==> config.mk <==
export PLATFORM = sky130hd
export DESIGN_NAME = bsg_counter_dynamic_limit_multi_en
export DESIGN_NICKNAME = d
export VERILOG_FILES = /design/src/rtl/bsg_counter_dynamic_limit_multi_en.sv
export SDC_FILE = /design/constraint.sdc
export NUM_CORES = 1
export LEC_CHECK = 0
export ABC_AREA = 1
export BUFFER_PORTS_ARGS = -buffer_cell sky130_fd_sc_hd__buf_2
export CAP_MARGIN = 30
export CORE_UTILIZATION = 55
export DETAILED_ROUTE_END_ITERATION = 8
export PLACE_DENSITY = 0.92
export SETUP_SLACK_MARGIN = 0.02
export SYNTH_ARGS = -nofsm -noshare
export SYNTH_HDL_FRONTEND = slang
export SYNTH_SLANG_ARGS = --single-unit
==> constraint.sdc <==
create_clock -name clk_i -period 3.24 [get_ports clk_i]
set_clock_uncertainty 0.2 [all_clocks]
set_input_delay 0.648 -clock clk_i [delete_from_list [all_inputs] [get_ports clk_i]]
set_output_delay 0.648 -clock clk_i [all_outputs]
set_load 0.02 [all_outputs]
==> src/rtl/bsg_counter_dynamic_limit_multi_en.sv <==
// Bank of independent up-counters, each terminating at its own run-time limit.
// A limit of 0 gives a full 2^width_p period; saturate_p picks wrap-to-zero or hold at terminal.
module bsg_counter_dynamic_limit_multi_en #(
  parameter int width_p    = 16,
  parameter int els_p      = 4,
  parameter int saturate_p = 0
) (
  input  logic                     clk_i,
  input  logic                     reset_i,
  input  logic [els_p-1:0]         en_i,
  input  logic [els_p-1:0]         clear_i,
  input  logic [els_p*width_p-1:0] limit_i,
  output logic [els_p*width_p-1:0] counter_o,
  output logic [els_p-1:0]         overflowed_o,
  output logic [els_p-1:0]         wrap_o,
  output logic                     any_overflowed_o
);

  for (genvar gi = 0; gi < els_p; gi++) begin : g_ch
    logic [width_p-1:0] r_count;
    logic               r_wrap;
    logic [width_p-1:0] w_plus1;
    logic [width_p-1:0] w_limit;
    logic               w_ovf;
    logic               w_term;

    // Truncated increment makes limit 0 behave as 2^width_p with no special case.
    assign w_plus1 = r_count + width_p'(1);
    assign w_limit = limit_i[gi*width_p +: width_p];
    assign w_ovf   = (w_plus1 == w_limit);
    assign w_term  = en_i[gi] & w_ovf & ~clear_i[gi];

    always_ff @(posedge clk_i) begin
      if (reset_i) begin
        r_count <= '0;
        r_wrap  <= 1'b0;
      end else begin
        r_wrap <= w_term;
        if (clear_i[gi]) begin
          r_count <= '0;
        end else if (en_i[gi] && !w_ovf) begin
          r_count <= w_plus1;
        end else if (w_term && (saturate_p == 0)) begin
          r_count <= '0;
        end
      end
    end

    assign counter_o[gi*width_p +: width_p] = r_count;
    assign overflowed_o[gi]                 = w_ovf;
    assign wrap_o[gi]                       = r_wrap;
  end

  assign any_overflowed_o = |overflowed_o;

endmodule

# [Word level (Yosys, flattened, before mapping)]
# Index checks and enable logic that the tools add are counted.
[word_totals] reg_bits=68 inputBits=74
[classes] reduce_logical=17 n_bitwise=12 eq_ne=4 n_addsub=4 mux=8
[ops] operator="$mux 16" count=8
[ops] operator="$add 16x1->16 const B" count=4
[ops] operator="$eq 16x16->1" count=4
[ops] operator="$and 1x1->1" count=8
[ops] operator="$reduce_bool 2->1" count=4
[ops] operator="$reduce_or 2->1" count=4
[ops] operator="$logic_and 1x1->1" count=4
[ops] operator="$logic_not 1->1" count=4
[ops] operator="$not 1->1" count=4
[ops] operator="$reduce_or 4->1" count=1

# [Longest topological paths before layout]
[depth] word_depth=6 ltp_mapped=16 ltp_nobuf=15

# [Least setup slack after synthesis]
# No wires, ideal clock.
[synth_timing] path_kind="register to output" from="reg g_ch[2].r_count[0]" to="out any_overflowed_o" arrival_ns=2.112 path_stages_with_launch=16 required_ns=2.392 slack_ns=0.280 cell_sequence="dfxtp_1 -> ha_1 -> nand2_1 -> nor2_2 -> nand2_1 -> nand2_1 -> nand2_1 -> nand2_1 -> nand2_1 -> nor2_1 -> nand2_1 -> nor2_1 -> nand3_1 -> buf_4 -> buf_6 -> nand4_1"
[synth_between] elab_chain_len=3
[synth_lines] item="from (decl)" line="20" text="logic [width_p-1:0] r_count;"
[synth_lines] item="from (signal assigned)" line="42" text="r_count <= w_plus1;"
[synth_lines] item="$add 16x1->16" line="28" text="assign w_plus1 = r_count + width_p'(1);"
[synth_lines] item="$eq 16x16->1" line="30" text="assign w_ovf = (w_plus1 == w_limit);"
[synth_lines] item="$reduce_or 4->1" line="54" text="assign any_overflowed_o = |overflowed_o;"
[synth_lines] item="to (decl)" line="16" text="output logic any_overflowed_o"
# Every way passes these cells.

# [Worst setup path in the final report]
[layout_timing] from="reg g_ch[1].r_count[1]" to="out any_overflowed_o"
[layout_between] elab_chain_len=3
[layout_lines] item="from (decl)" line="20"
[layout_lines] item="from (signal assigned)" line="42"
[layout_lines] item="$add 16x1->16" line="28"
[layout_lines] item="$eq 16x16->1" line="30"
[layout_lines] item="$reduce_or 4->1" line="54"
# Every way passes these cells.

==> impl_results.md <==
- Worst Setup Slack, final: -0.00171 ns
- I/O Buffers: 146
- Mapped Area: 5910 um2
- Top cell type's share of synthesized area: 0.230
- Post-DP HPWL: 12.5 mm
- Root Driver: clkbuf_8
- Ys flop type: dfxtp_1
- Worst-path clk slew: 0.08 ns
- Final Hold Viols: 0
- WL/cell: 14.1 um
- Leak: 3.23 nW
- Worst Setup Start Kind: flop
- Row count: 37
- Initial DRC count: 583
- IO Pins: 147
- Final net count: 1228
- Failing checks: negative setup slack
- Crit path max fanout: 5
- Share of layout cells above drive strength 1: 0.255
- Max Cap Viol: 0
- Area grow syn2layout: 22.0%
- Total GRT Usage: 0.305
- Syn Inst Count: 1011
- Largest stage delay, worst path: 0.40 ns
- Antenna Cells: 0
- CP bufs+invs: 2
- RSZ-0062 raised after global routing: yes
- Critical path's most frequent cell: nand3_2
- Most area-hungry cell type in the Yosys netlist: dfxtp_1
- Sequential area share after synthesis: 0.230
- Min cycle time layout: 3.24 ns
- Syn_area_per_cell: 5.85 um2
- CTS tree: done
- Ranking of synthesized cells by area: dfxtp_1, nand2_1, nand3_1
- Critical Path RT: 2.39 ns
- # clock sinks: 68
- Actual slew at the worst max-slew pin: 0.637 ns
- Reg2Reg Setup Slack: 0.60 ns
- Initial Utilization: 0.570
- Worst Path Arrival: 2.39 ns
- Distinct cells, synth: 32
- Fin crit share: 1.00
- Die ar.: 11200 um2
- Max-slew violations: 0
- Antenna violations before repair: 0
- Max IR drop VDD: 0.225 mV
- FMAX: 308 MHz
- Worst hold path class: flop to flop
- Total wire length: 18.2 mm
- Worst-Skew Late Latency: 0.37 ns
- Antenna-violating nets left: 0
- Core footprint: 10400 um2
- Vias: 7368
- Die Span Y: 106 um
- Clock Tree Buf Depth: 2
- CP top delay family: simple AND/OR/NAND/NOR gates
- Status: complete, but fails checks
- Gpl congestion: 0.912
- Yosys reg bits: 68
- First-pass GRT wire length: 27.9 mm
- Post-synth EDFFs: 0
- CTS HTree Levels: 3
- Sum of negative setup slack: -0.00171 ns
- Rel. slew slack: 0.574
- Via density: 5.71
- Die Wd: 106 um
- Syn_nets: 1089
- Yosys warning count: 0
- Drt first pass iters: 6
- CTS Buf Count: 9
- Tot Pwr: 0.00175 W
- Drc violations: 0
- Vias in the first global route: 6219
- Grt ovf: 0
- Critical path cell sequence: ha_4 -> nand2_2 -> nor2_4 -> buf_4 -> nand3_2 -> xnor3_1 -> nand3_1 -> nor3b_2 -> nand3_2 -> nand4_1 -> buf_6
- Async S/R FF share, synth: 0
- PwrDens: 243 nW/um2
- Setup Viol. Count Final: 1
- Slowest CP cell: dfxtp_4
- Critical Path End Type: output port
- Largest net degree at the start of global routing: 19
- Crit Path Class: flop to output port
[per-stage QoR]
| step | utilization | setup WS (ns) | instance area (um2) | hold slack, ns | std cells |
|---|---|---|---|---|---|
| after floorplan | - | 0.280 | 5910 | 0.373 | 1011 |
| final | 0.695 | -0.00171 | 7210 | 0.317 | 1291 |
| after detailed placement | 0.641 | 0.295 | 6640 | 0.311 | 1264 |
| after CTS | 0.665 | 0.0229 | 6900 | 0.315 | 1283 |
| after global routing | 0.695 | -0.123 | 7210 | 0.339 | 1291 |
| after global placement | 0.641 | 0.360 | 6640 | 0.295 | 1264 |
[cell usage after synthesis (4+ instances only)]
library cell,instances
buf_2,4
buf_6,5
xnor2_1,4
nor3_1,8
buf_4,9
inv_1,121
ha_1,4
o21ai_0,7
nand3_1,211
or2_2,4
nand2_1,298
dfxtp_1,68
nand3b_1,33
a21oi_1,66
clkbuf_1,12
nor2_1,57
nand4_1,28
xor2_1,8
nand2_2,8
buf_1,4
nor2_2,25
nor2_4,5
[worst min-delay path, stage by stage (launching register included)]
cell,delay (ns)
dfxtp_1,0.33
nand3_1,0.08
a21oi_1,0.06
[state kept, by name, indices dropped and copies added, names as in the netlist]
register and count:
g_ch.r_count 64, g_ch.r_wrap 4
[final timing paths]
path,depth (start not counted),to,from
setup / recovery,11,any_overflowed_o,g_ch[1].r_count[1]
hold / removal,2,g_ch[1].r_count[15],g_ch[1].r_count[15]
setup reg to reg,13,g_ch[2].r_count[4],g_ch[2].r_count[2]
hold reg to reg,2,g_ch[1].r_count[15],g_ch[1].r_count[15]
[cell type report]
| type | instances | area [um2] |
|---|---|---|
| Clock inverter | 4 | 23.8 |
| Clock buffer | 12 | 155 |
| Timing Repair Buffer | 162 | 875 |
| Inverter | 124 | 468 |
| Sequential cell | 68 | 1430 |
| Tap cell | 136 | 170 |
| Multi-Input combinational cell | 785 | 4090 |
| Fill cell | 893 | 3160 |
[logic make-up after synthesis]
| logic type | Yosys count | share of synthesized area |
|---|---|---|
| buf+inv | 158 | 0.113 |
| xor+xnor | 15 | 0.0292 |
| compound gates | 77 | 0.0663 |
| flops | 68 | 0.230 |
| simple gates | 689 | 0.552 |
| fa+ha+maj | 4 | 0.00847 |
[cell usage in the layout, fill, tap and decap left out, drive strengths merged]
cell type,Yosys,final
nor2,87,87
xor2,8,8
nand3b,33,33
and3,3,3
ha,4,4
nor3b,1,1
o21ai,10,10
nor3,8,8
or2,5,5
nor4,1,1
xnor2,4,4
nand2,309,309
clkbuf,12,12
xnor3,3,3
buf,22,162
dfxtp,68,68
inv,124,124
o21bai,1,1
clkinv,0,4
nand4,28,28
nand3,214,214
a21oi,66,66
[timing repair]
| item | CTS | global route |
|---|---|---|
| pin swaps | 4 | 25 |
| resized for setup | 19 | 86 |
| endpoints found under the hold margin | 0 | 0 |
| hold buffers | 0 | 0 |
| buffers inserted | 3 | 8 |
| endpoints found under the setup margin | 5 | 5 |
[power by group]
group	leakage, nW	switching, W	total (W)	internal [W]
sequential	0.568	0.00000486	0.000836	0.000831
combinational	2.57	0.000154	0.000247	0.0000922
clock	0.0961	0.000354	0.000671	0.000318
total	3.23	0.000513	0.00175	0.00124
[routing by layer]
layer  GRT usage  share of wire
met5           0              0
met2       0.504           0.48
met3      0.0495          0.093
met1       0.398           0.40
met4       0.115          0.024
Power figures use the tool's default switching activity.
